$ cat src/rtl/rr_dec_arbiter.sv
// rr_dec_arbiter: 8-way round-robin arbiter with a one-hot decoded grant.
// Define ARB_TIMEOUT_EN to build in the grant-hold watchdog.
module rr_dec_arbiter #(
   parameter int TIMEOUT_CYCLES = 16
) (
   input  logic       clk,
   input  logic       rst,
   input  logic [7:0] req,
   input  logic       done,
   output logic [7:0] gnt,
   output logic [2:0] gnt_idx,
   output logic       gnt_vld,
   output logic       timeout
);

   typedef enum logic {
      IDLE = 1'b0,
      BUSY = 1'b1
   } state_t;

   state_t     state_q;
   state_t     state_d;
   logic [2:0] gnt_idx_q;
   logic [2:0] gnt_idx_d;
   logic [2:0] last_q;
   logic [2:0] last_d;
   logic       gnt_vld_q;
   logic       gnt_vld_d;

   logic [2:0] cand;
   logic [2:0] pick_idx;
   logic       pick_vld;
   logic       release_w;

`ifdef ARB_TIMEOUT_EN
   localparam int CW = (TIMEOUT_CYCLES > 1) ? $clog2(TIMEOUT_CYCLES) : 1;

   logic [CW-1:0] cnt_q;
   logic [CW-1:0] cnt_d;
   logic          timeout_q;
   logic          timeout_d;
   logic          tmo_hit;

   // Watchdog expires on the last allowed BUSY cycle.
   always_comb begin
      tmo_hit = (cnt_q == CW'(TIMEOUT_CYCLES - 1));
   end
`else
   localparam int unused_tmo_cycles = TIMEOUT_CYCLES;
`endif

   // Round-robin search: first set request at last+1 upward, wrapping 7 -> 0.
   always_comb begin
      cand     = 3'd0;
      pick_idx = 3'd0;
      pick_vld = 1'b0;
      for (int i = 0; i < 8; i++) begin
         cand = last_q + 3'd1 + 3'(i);
         if (!pick_vld && req[cand]) begin
            pick_idx = cand;
            pick_vld = 1'b1;
         end
      end
   end

   // Holder gives the resource back by done or by dropping its request.
   always_comb begin
      release_w = done | ~req[gnt_idx_q];
   end

   // Next-state and registered-output computation for the two-state FSM.
   always_comb begin
      state_d   = state_q;
      gnt_idx_d = gnt_idx_q;
      last_d    = last_q;
      gnt_vld_d = gnt_vld_q;
`ifdef ARB_TIMEOUT_EN
      cnt_d     = cnt_q;
      timeout_d = 1'b0;
`endif
      unique case (state_q)
         IDLE: begin
            if (pick_vld) begin
               state_d   = BUSY;
               gnt_idx_d = pick_idx;
               last_d    = pick_idx;
               gnt_vld_d = 1'b1;
`ifdef ARB_TIMEOUT_EN
               cnt_d     = '0;
`endif
            end
         end
         BUSY: begin
            if (release_w) begin
               state_d   = IDLE;
               gnt_vld_d = 1'b0;
            end
`ifdef ARB_TIMEOUT_EN
            else if (tmo_hit) begin
               state_d   = IDLE;
               gnt_vld_d = 1'b0;
               timeout_d = 1'b1;
            end else begin
               cnt_d = cnt_q + CW'(1);
            end
`endif
         end
         default: begin
            state_d   = IDLE;
            gnt_vld_d = 1'b0;
         end
      endcase
   end

   // State and output registers; reset drops any grant at once.
   always_ff @(posedge clk or posedge rst) begin
      if (rst) begin
         state_q   <= IDLE;
         gnt_idx_q <= 3'd0;
         last_q    <= 3'd7;
         gnt_vld_q <= 1'b0;
`ifdef ARB_TIMEOUT_EN
         cnt_q     <= '0;
         timeout_q <= 1'b0;
`endif
      end else begin
         state_q   <= state_d;
         gnt_idx_q <= gnt_idx_d;
         last_q    <= last_d;
         gnt_vld_q <= gnt_vld_d;
`ifdef ARB_TIMEOUT_EN
         cnt_q     <= cnt_d;
         timeout_q <= timeout_d;
`endif
      end
   end

   // One-hot grant: 3-to-8 decode of the index, gated by valid.
   always_comb begin
      gnt = 8'h00;
      if (gnt_vld_q) begin
         gnt = 8'h01 << gnt_idx_q;
      end
   end

   assign gnt_idx = gnt_idx_q;
   assign gnt_vld = gnt_vld_q;

`ifdef ARB_TIMEOUT_EN
   assign timeout = timeout_q;
`else
   assign timeout = 1'b0;
`endif

endmodule

$ cat config.mk
export PLATFORM = sky130hd
export DESIGN_NAME = rr_dec_arbiter
export DESIGN_NICKNAME = d
export VERILOG_FILES = /design/src/rtl/rr_dec_arbiter.sv
export SDC_FILE = /design/constraint.sdc
export NUM_CORES = 1
export LEC_CHECK = 0
export BUFFER_PORTS_ARGS = -buffer_cell sky130_fd_sc_hd__buf_4
export CORE_ASPECT_RATIO = 1.2
export CORE_MARGIN = 2
export CORE_UTILIZATION = 45
export CTS_CLUSTER_DIAMETER = 80
export DETAILED_ROUTE_END_ITERATION = 8
export PLACE_DENSITY_LB_ADDON = 0.08
export SYNTH_ARGS = -nofsm -noshare
export SYNTH_HDL_FRONTEND = slang
export SYNTH_SLANG_ARGS = --single-unit
export TNS_END_PERCENT = 20
$ cat constraint.sdc
create_clock -name clk -period 4.8 [get_ports clk]
set_input_delay 0.48 -clock clk [delete_from_list [all_inputs] [get_ports clk]]
set_output_delay 0.48 -clock clk [all_outputs]
set_load 0.02 [all_outputs]
==> results.md, run 1 <==
- Status: finished clean
- First-pass DRT Iterations: 4
- Post-route ant nets: 0
- Max transition margin: 19.0%
- Max-slew violations: 0
- Largest delay share family, worst path: multiplexers
- Kind of start point of the critical path: flop
- R2R depth: 9
- Worst-Margin Slew: 1.21 ns
- Die X: 57.4 um
- DPL Wire Length: 3090 um
- RSZ-0062 raised after global routing: false
- Fin cells: 237
- Critical Path Most Common Cell: nand2_1
- Grt met1 use: 29.8%
- Grt ovf: 0
- Die area: 3900 um2
- Effective utilization at floorplan: 46.5%
- Mapped Area: 1540 um2
- Yosys warns: 0
- Critical Path Sink: last_q[0]
- Total GRT Usage: 23.1%
- # port buffers: 22
- Layout net count: 214
- Clock Skew: 0.00176 ns
- Max Root-Sink Buffers: 2
- Worst r2r src: last_q[0]
- Worst-path clk slew: 0.04 ns
- Clock sinks: 8
- Final Hold Viols: 0
- Area Overhead vs Synth: 13.2%
- Number of distinct library cells after synthesis: 53
- Buf/Inv on CP: 1
- Area of the multi-input gates: 1230 um2
- Min-Delay Path Class: in -> async
- Final setup viols: 0
- Chip Height: 68.0 um
- Post-synthesis sequential area ratio: 13.3%
- WL per Instance: 17.3 um
- Vias in the first global route: 1428
- Worst EP arrival: 4.24 ns
- Post-route DRC: 0
- Worst skew pair latency: 0.23 ns
- Commonest non-fill, non-tap cell in the layout: buf_4
- First-pass GRT wire length: 7090 um
- M3 GR Usage: 1.32%
- Fin crit share: 84.7%
- Vias per cell: 6.32
- Ys async rst share: 100%
- Yosys reg bits: 8
- CP max stage cell: dfstp_2
- Critical Path RT: 4.97 ns
- Critical-path maximum fanout: 21
- Most frequent cells in the layout: buf_4, nand2_1, nor2_1
- CTS Buf Count: 3
- Post-CTS Hold Fix Bufs: 0
- # resized after CTS: 0
- H-tree depth: 1
- Final setup TNS: 0 ns
- Ports: 24
- Max Freq: 0.246 GHz
- Register Area: 204 um2
- R2R Path End: last_q[0]
- DR vias: 1497
- CTS root buffer: clkbuf_8
- Met2 usage: 40.9%
- Proportion of layout cells with a drive suffix above 1: 25.0%
- Syn Nets: 196
- Largest net degree at the start of global routing: 22
- WL final: 4100 um
- Tmin final: 4.07 ns
- Total core area: 3310 um2
- Placed cells: 233
- Avg Inst Size Synth: 8.40 um2
- Post-Synthesis Cells: 183
- Critical Path Sink Type: flop
- Stages on the worst setup path: 9
- DP Worst Slack: 0.723 ns
- Dominant synthesized flop cell: dfrtp_1
- DRT iter0 DRCs: 64
- CP max stage delay: 0.79 ns
- MaxCap Viol Count: 0
- Number of synthesized flops with an enable pin: 0
- Kind of critical path: reg -> reg
- Worst setup margin: 0.732 ns
- Fill cell count: 319
- Fin util: 52.6%
- Most Crowded Layer GR: met2
- Initial antenna violation count: 0
- Number of cell rows: 23
- Ant diodes: 0
- Setup crit start: last_q[0]
- Critical Path, Cell by Cell: inv_1, ha_1, mux4_2, mux2_2, or2b_1, a211oi_1, nand2_1, a221o_1, nand2_1
- Last weighted congestion value of the routability-driven placer: 0.984
- TritonCTS clock tree: built
- Setup bufs post-CTS: 0
- Reg2Reg Setup Slack: 0.73 ns
## routing by layer
metal	share of wire (%)	wire length, um
met1	42	1710
met2	51	2110
met3	4.8	196
met4	2.1	86
met5	0	0
## logic make-up after synthesis
group                    Yosys count  synth area share (%)
AND/OR/NAND/NOR                   76                  23.9
AO/OA/AOI/OAI                     48                  23.4
multiplexers                      23                  25.6
buffers and inverters             19                  6.67
flip-flops                         8                  13.3
XOR/XNOR                           6                  5.29
adder cells (fa/ha/maj)            2                  1.63
other                              1                 0.244
## how the worst min path moves through the flow
stage	startpoint	to	slack, ns
final	rst	state_q	0.20
after global placement	rst	gnt_idx[2]	0.43
after global routing	rst	state_q	0.24
after floorplan	rst	gnt_idx[0]	0.29
after detailed placement	rst	gnt_idx[2]	0.45
after CTS	rst	state_q	0.20
## flip-flops by register name, indices dropped and copies added, names as in the netlist
register  cells
gnt_idx       3
gnt_vld       1
last_q        3
state_q       1
## cells in the mapped netlist (3+ instances only)
cell,number,area share (%)
nand2_1,24,5.9
nor2_1,18,4.4
mux4_2,10,15
nand2b_1,8,3.3
nor3_1,8,2.6
o21ai_0,8,2.6
a21oi_1,7,2.3
inv_1,7,1.7
mux2i_1,6,3.9
clkbuf_1,5,1.2
dfrtp_1,5,8.1
mux2_2,5,3.7
a211oi_1,4,2.0
a21o_1,4,2.0
o211ai_1,4,2.0
or2_1,4,1.6
buf_6,3,2.2
dfstp_2,3,5.1
o22ai_1,3,1.2
o32a_1,3,2.0
## final cells by class
type,instances,area share [%]
inverters,7,1.51
well taps,37,2.66
repair buffers,25,10.8
flip-flops and latches,8,11.7
multi-input cells,156,70.7
clock buffers,4,2.59
## stage by stage
stage / area [um2] / hold slack (ns)
2_1_floorplan: 1540 / 0.294
4_1_cts: 1740 / 0.202
6_report: 1740 / 0.197
3_3_place_gp: 1700 / 0.432
5_1_grt: 1740 / 0.236
3_5_place_dp: 1700 / 0.451
Power of run 1 is not shown: default switching activity piles up to over one toggle a cycle in this logic, so the estimate is an artifact.
==> inputs of run 2 (changes only) <==
==> constraint.sdc (replaced) <==
create_clock -name clk -period 3.77 [get_ports clk]
set_input_delay 0.377 -clock clk [delete_from_list [all_inputs] [get_ports clk]]
set_output_delay 0.377 -clock clk [all_outputs]
set_load 0.02 [all_outputs]
==> results.md, run 2 (same netlist as run 1, synthesis figures left out) <==
- CTS root buffer: clkbuf_8
- Final Hold Viols: 0
- Commonest non-fill, non-tap cell in the layout: buf_4
- First-pass GRT wire length: 7810 um
- Critical Path Sink Type: flop
- Fill cell count: 329
- First-pass DRT Iterations: 5
- Largest net degree at the start of global routing: 20
- Kind of critical path: reg -> reg
- Final setup viols: 0
- Setup bufs post-CTS: 0
- Layout net count: 218
- Die X: 57.4 um
- WL per Instance: 18.6 um
- Worst-Margin Slew: 0.892 ns
- Ports: 24
- Tmin final: 3.43 ns
- Proportion of layout cells with a drive suffix above 1: 26.5%
- # port buffers: 22
- Last weighted congestion value of the routability-driven placer: 1.05
- Post-route DRC: 0
- Kind of start point of the critical path: flop
- Vias in the first global route: 1590
- Final setup TNS: 0 ns
- MaxCap Viol Count: 0
- # resized after CTS: 0
- CTS Buf Count: 3
- Vias per cell: 6.57
- Most frequent cells in the layout: buf_4, nand2_1, nor2_1
- RSZ-0062 raised after global routing: false
- Fin crit share: 91.1%
- Status: finished clean
- Die area: 3900 um2
- Max Root-Sink Buffers: 2
- Worst EP arrival: 3.55 ns
- Total GRT Usage: 25.6%
- Clock sinks: 8
- Number of cell rows: 23
- Reg2Reg Setup Slack: 0.34 ns
- R2R depth: 9
- Grt ovf: 0
- WL final: 4490 um
- Worst-path clk slew: 0.04 ns
- Worst skew pair latency: 0.23 ns
- Most Crowded Layer GR: met2
- Max-slew violations: 0
- Clock Skew: 0.00633 ns
- R2R Path End: gnt_idx[0]
- Min-Delay Path Class: in -> async
- WHS: 0.0947 ns
- Post-route ant nets: 0
- DPL Wire Length: 3430 um
- Post-CTS Hold Fix Bufs: 0
- Grt met1 use: 32.1%
- DR vias: 1584
- Met2 usage: 45.9%
- Worst r2r src: last_q[0]
- Critical-path maximum fanout: 11
- H-tree depth: 1
- TritonCTS clock tree: built
- Ant diodes: 0
- M3 GR Usage: 1.70%
- Max transition margin: 40.1%
- Max Freq: 0.291 GHz
- Initial antenna violation count: 0
- Total core area: 3310 um2
- Effective utilization at floorplan: 46.5%
- Chip Height: 68.0 um
- DRT iter0 DRCs: 94
- Critical Path RT: 3.89 ns
- Area Overhead vs Synth: 15.1%
[run 2: how the worst max path moves through the flow]
stage,startpoint,to,slack [ns],cells after the start
after floorplan,last_q[0],gnt_idx[0],0.27,13
final,last_q[0],gnt_idx[0],0.34,9
after detailed placement,last_q[0],gnt_idx[0],0.35,9
after global routing,last_q[0],gnt_idx[0],0.13,9
after global placement,last_q[0],gnt_idx[0],0.45,9
after CTS,last_q[0],gnt_idx[0],0.34,9
[run 2: per-stage QoR]
| step | worst slack [ns] | util (%) | cell area [um2] | cells |
|---|---|---|---|---|
| after floorplan | 0.266 | - | 1540 | 183 |
| after global placement | 0.449 | 52.1 | 1730 | 237 |
| after detailed placement | 0.354 | 52.1 | 1730 | 237 |
| after CTS | 0.343 | 53.5 | 1770 | 241 |
| after global routing | 0.130 | 53.5 | 1770 | 241 |
| final | 0.336 | 53.5 | 1770 | 241 |
[run 2: cell type report]
cell class	count	area (um2)	area share [%]
Tap cell	37	46.3	2.61
Inverter	7	26.3	1.48
Timing Repair Buffer	29	218	12.3
Sequential cell	8	204	11.5
Clock buffer	4	45.0	2.54
Multi-Input combinational cell	156	1230	69.5
[run 2: routing by layer]
layer,share of wire [%],routed length [um]
met4,2.5,113
met2,51,2300
met5,0,0
met1,41,1850
met3,4.9,222
[run 2: worst max-delay path, cell delays in order (launching register included)]
cell and delay [ns]:
dfstp_2 0.52, inv_1 0.05, ha_1 0.54, mux4_2 0.61
mux2_2 0.33, or3_1 0.44, a2111oi_4 0.26, a21o_1 0.33
a221o_1 0.19, nand2_1 0.05
Power of run 2 is left out for the same reason.
==> inputs of run 3 (changes only) <==
--- a/config.mk
+++ b/config.mk
@@ -6,7 +6,7 @@
 export NUM_CORES = 1
 export LEC_CHECK = 0
 export BUFFER_PORTS_ARGS = -buffer_cell sky130_fd_sc_hd__buf_4
-export CORE_ASPECT_RATIO = 1.2
+export CORE_ASPECT_RATIO = 0.9
 export CORE_MARGIN = 2
 export CORE_UTILIZATION = 45
 export CTS_CLUSTER_DIAMETER = 80
==> results.md, run 3 (same netlist as run 1, synthesis figures left out) <==
- Max Freq: 0.290 GHz
- Most Crowded Layer GR: met2
- Fin cells: 247
- Fill cell count: 322
- DRT iter0 DRCs: 89
- MaxCap Viol Count: 0
- DR vias: 1524
- Most frequent cells in the layout: buf_4, nand2_1, nor2_1
- H-tree depth: 1
- Setup crit start: last_q[0]
- Critical-path maximum fanout: 11
- Critical Path RT: 3.94 ns
- Total GRT Usage: 23.3%
- Worst r2r src: last_q[0]
- Min-Delay Path Class: in -> async
- Largest net degree at the start of global routing: 20
- First-pass DRT Iterations: 5
- Post-CTS Hold Fix Bufs: 0
- Final setup TNS: 0 ns
- Effective utilization at floorplan: 46.2%
- Grt met1 use: 32.5%
- Ant diodes: 0
- R2R Path End: last_q[0]
- Clock Skew: 0.00238 ns
- Max-slew violations: 0
- Chip Height: 59.5 um
- Layout net count: 217
- Proportion of layout cells with a drive suffix above 1: 26.1%
- Total core area: 3330 um2
- First-pass GRT wire length: 6990 um
- Worst-path clk slew: 0.04 ns
- Final setup viols: 0
- Tmin final: 3.44 ns
- Commonest non-fill, non-tap cell in the layout: buf_4
- Fin util: 53.2%
- Met2 usage: 39.0%
- Worst EP arrival: 3.61 ns
- Ports: 24
- WL per Instance: 17.1 um
- Fin crit share: 91.3%
- RSZ-0062 raised after global routing: false
- TritonCTS clock tree: built
- Worst-Margin Slew: 0.898 ns
- Die area: 3900 um2
- Worst setup margin: 0.327 ns
- Initial antenna violation count: 0
- Die X: 65.6 um
- Vias in the first global route: 1428
- CTS root buffer: clkbuf_8
- Reg2Reg Setup Slack: 0.33 ns
- Max transition margin: 39.7%
- DP Worst Slack: 0.415 ns
- Post-route DRC: 0
- Placed cells: 243
- Number of cell rows: 20
- Worst skew pair latency: 0.23 ns
- Final Hold Viols: 0
- Kind of critical path: reg -> reg
- WL final: 4220 um
- Last weighted congestion value of the routability-driven placer: 0.926
- Setup bufs post-CTS: 0
- M3 GR Usage: 4.75%
- CTS Buf Count: 3
- R2R depth: 10
- Post-route ant nets: 0
- Vias per cell: 6.17
- Area Overhead vs Synth: 15.2%
- Grt ovf: 0
- Status: finished clean
- Critical Path Sink: last_q[0]
- DPL Wire Length: 3160 um
- Kind of start point of the critical path: flop
- Clock sinks: 8
- Max Root-Sink Buffers: 2
- # resized after CTS: 0
- Critical Path Sink Type: flop
- # port buffers: 22
run 3: cell types whose count changed in the layout (fill, tap and decap cells not counted), sizes merged:
cell	delta
buf	-1
run 3: through the flow:
step / area [um2] / hold WS [ns]
global placement: 1730 / 0.331
detailed placement: 1730 / 0.338
global route: 1770 / 0.111
finish: 1770 / 0.0916
CTS: 1770 / 0.0937
floorplan: 1540 / 0.191
run 3: critical path, stage by stage (launching register included):
cell and delay, ns:
dfstp_2 0.52, inv_1 0.06, ha_1 0.49, buf_4 0.26, nand2b_1 0.12, o32a_1 0.18
mux4_2 0.57, a211oi_1 0.57, nand2_1 0.13, a221o_1 0.40, nand2_1 0.08
run 3: metal layers:
layer  wire length, um  part of all wire, %
met1              1920                   46
met5                 0                    0
met3               301                  7.1
met4                23                 0.54
met2              1980                   47
run 3: worst min-delay path by stage:
stage / startpoint / to / depth (start not counted)
3_3_place_gp: rst / gnt_vld / 2
2_1_floorplan: rst / gnt_idx[0] / 1
4_1_cts: rst / state_q / 2
5_1_grt: rst / state_q / 2
6_report: rst / state_q / 2
3_5_place_dp: rst / state_q / 2
run 3: area by class of cell:
| cell class | instances | area (um2) | area share [%] |
|---|---|---|---|
| Sequential cell | 8 | 204 | 11.5 |
| Timing Repair Buffer | 28 | 210 | 11.9 |
| Tap cell | 44 | 55.1 | 3.11 |
| Multi-Input combinational cell | 156 | 1230 | 69.5 |
| Clock buffer | 4 | 45.0 | 2.54 |
| Inverter | 7 | 26.3 | 1.48 |
Power of run 3 is left out for the same reason.
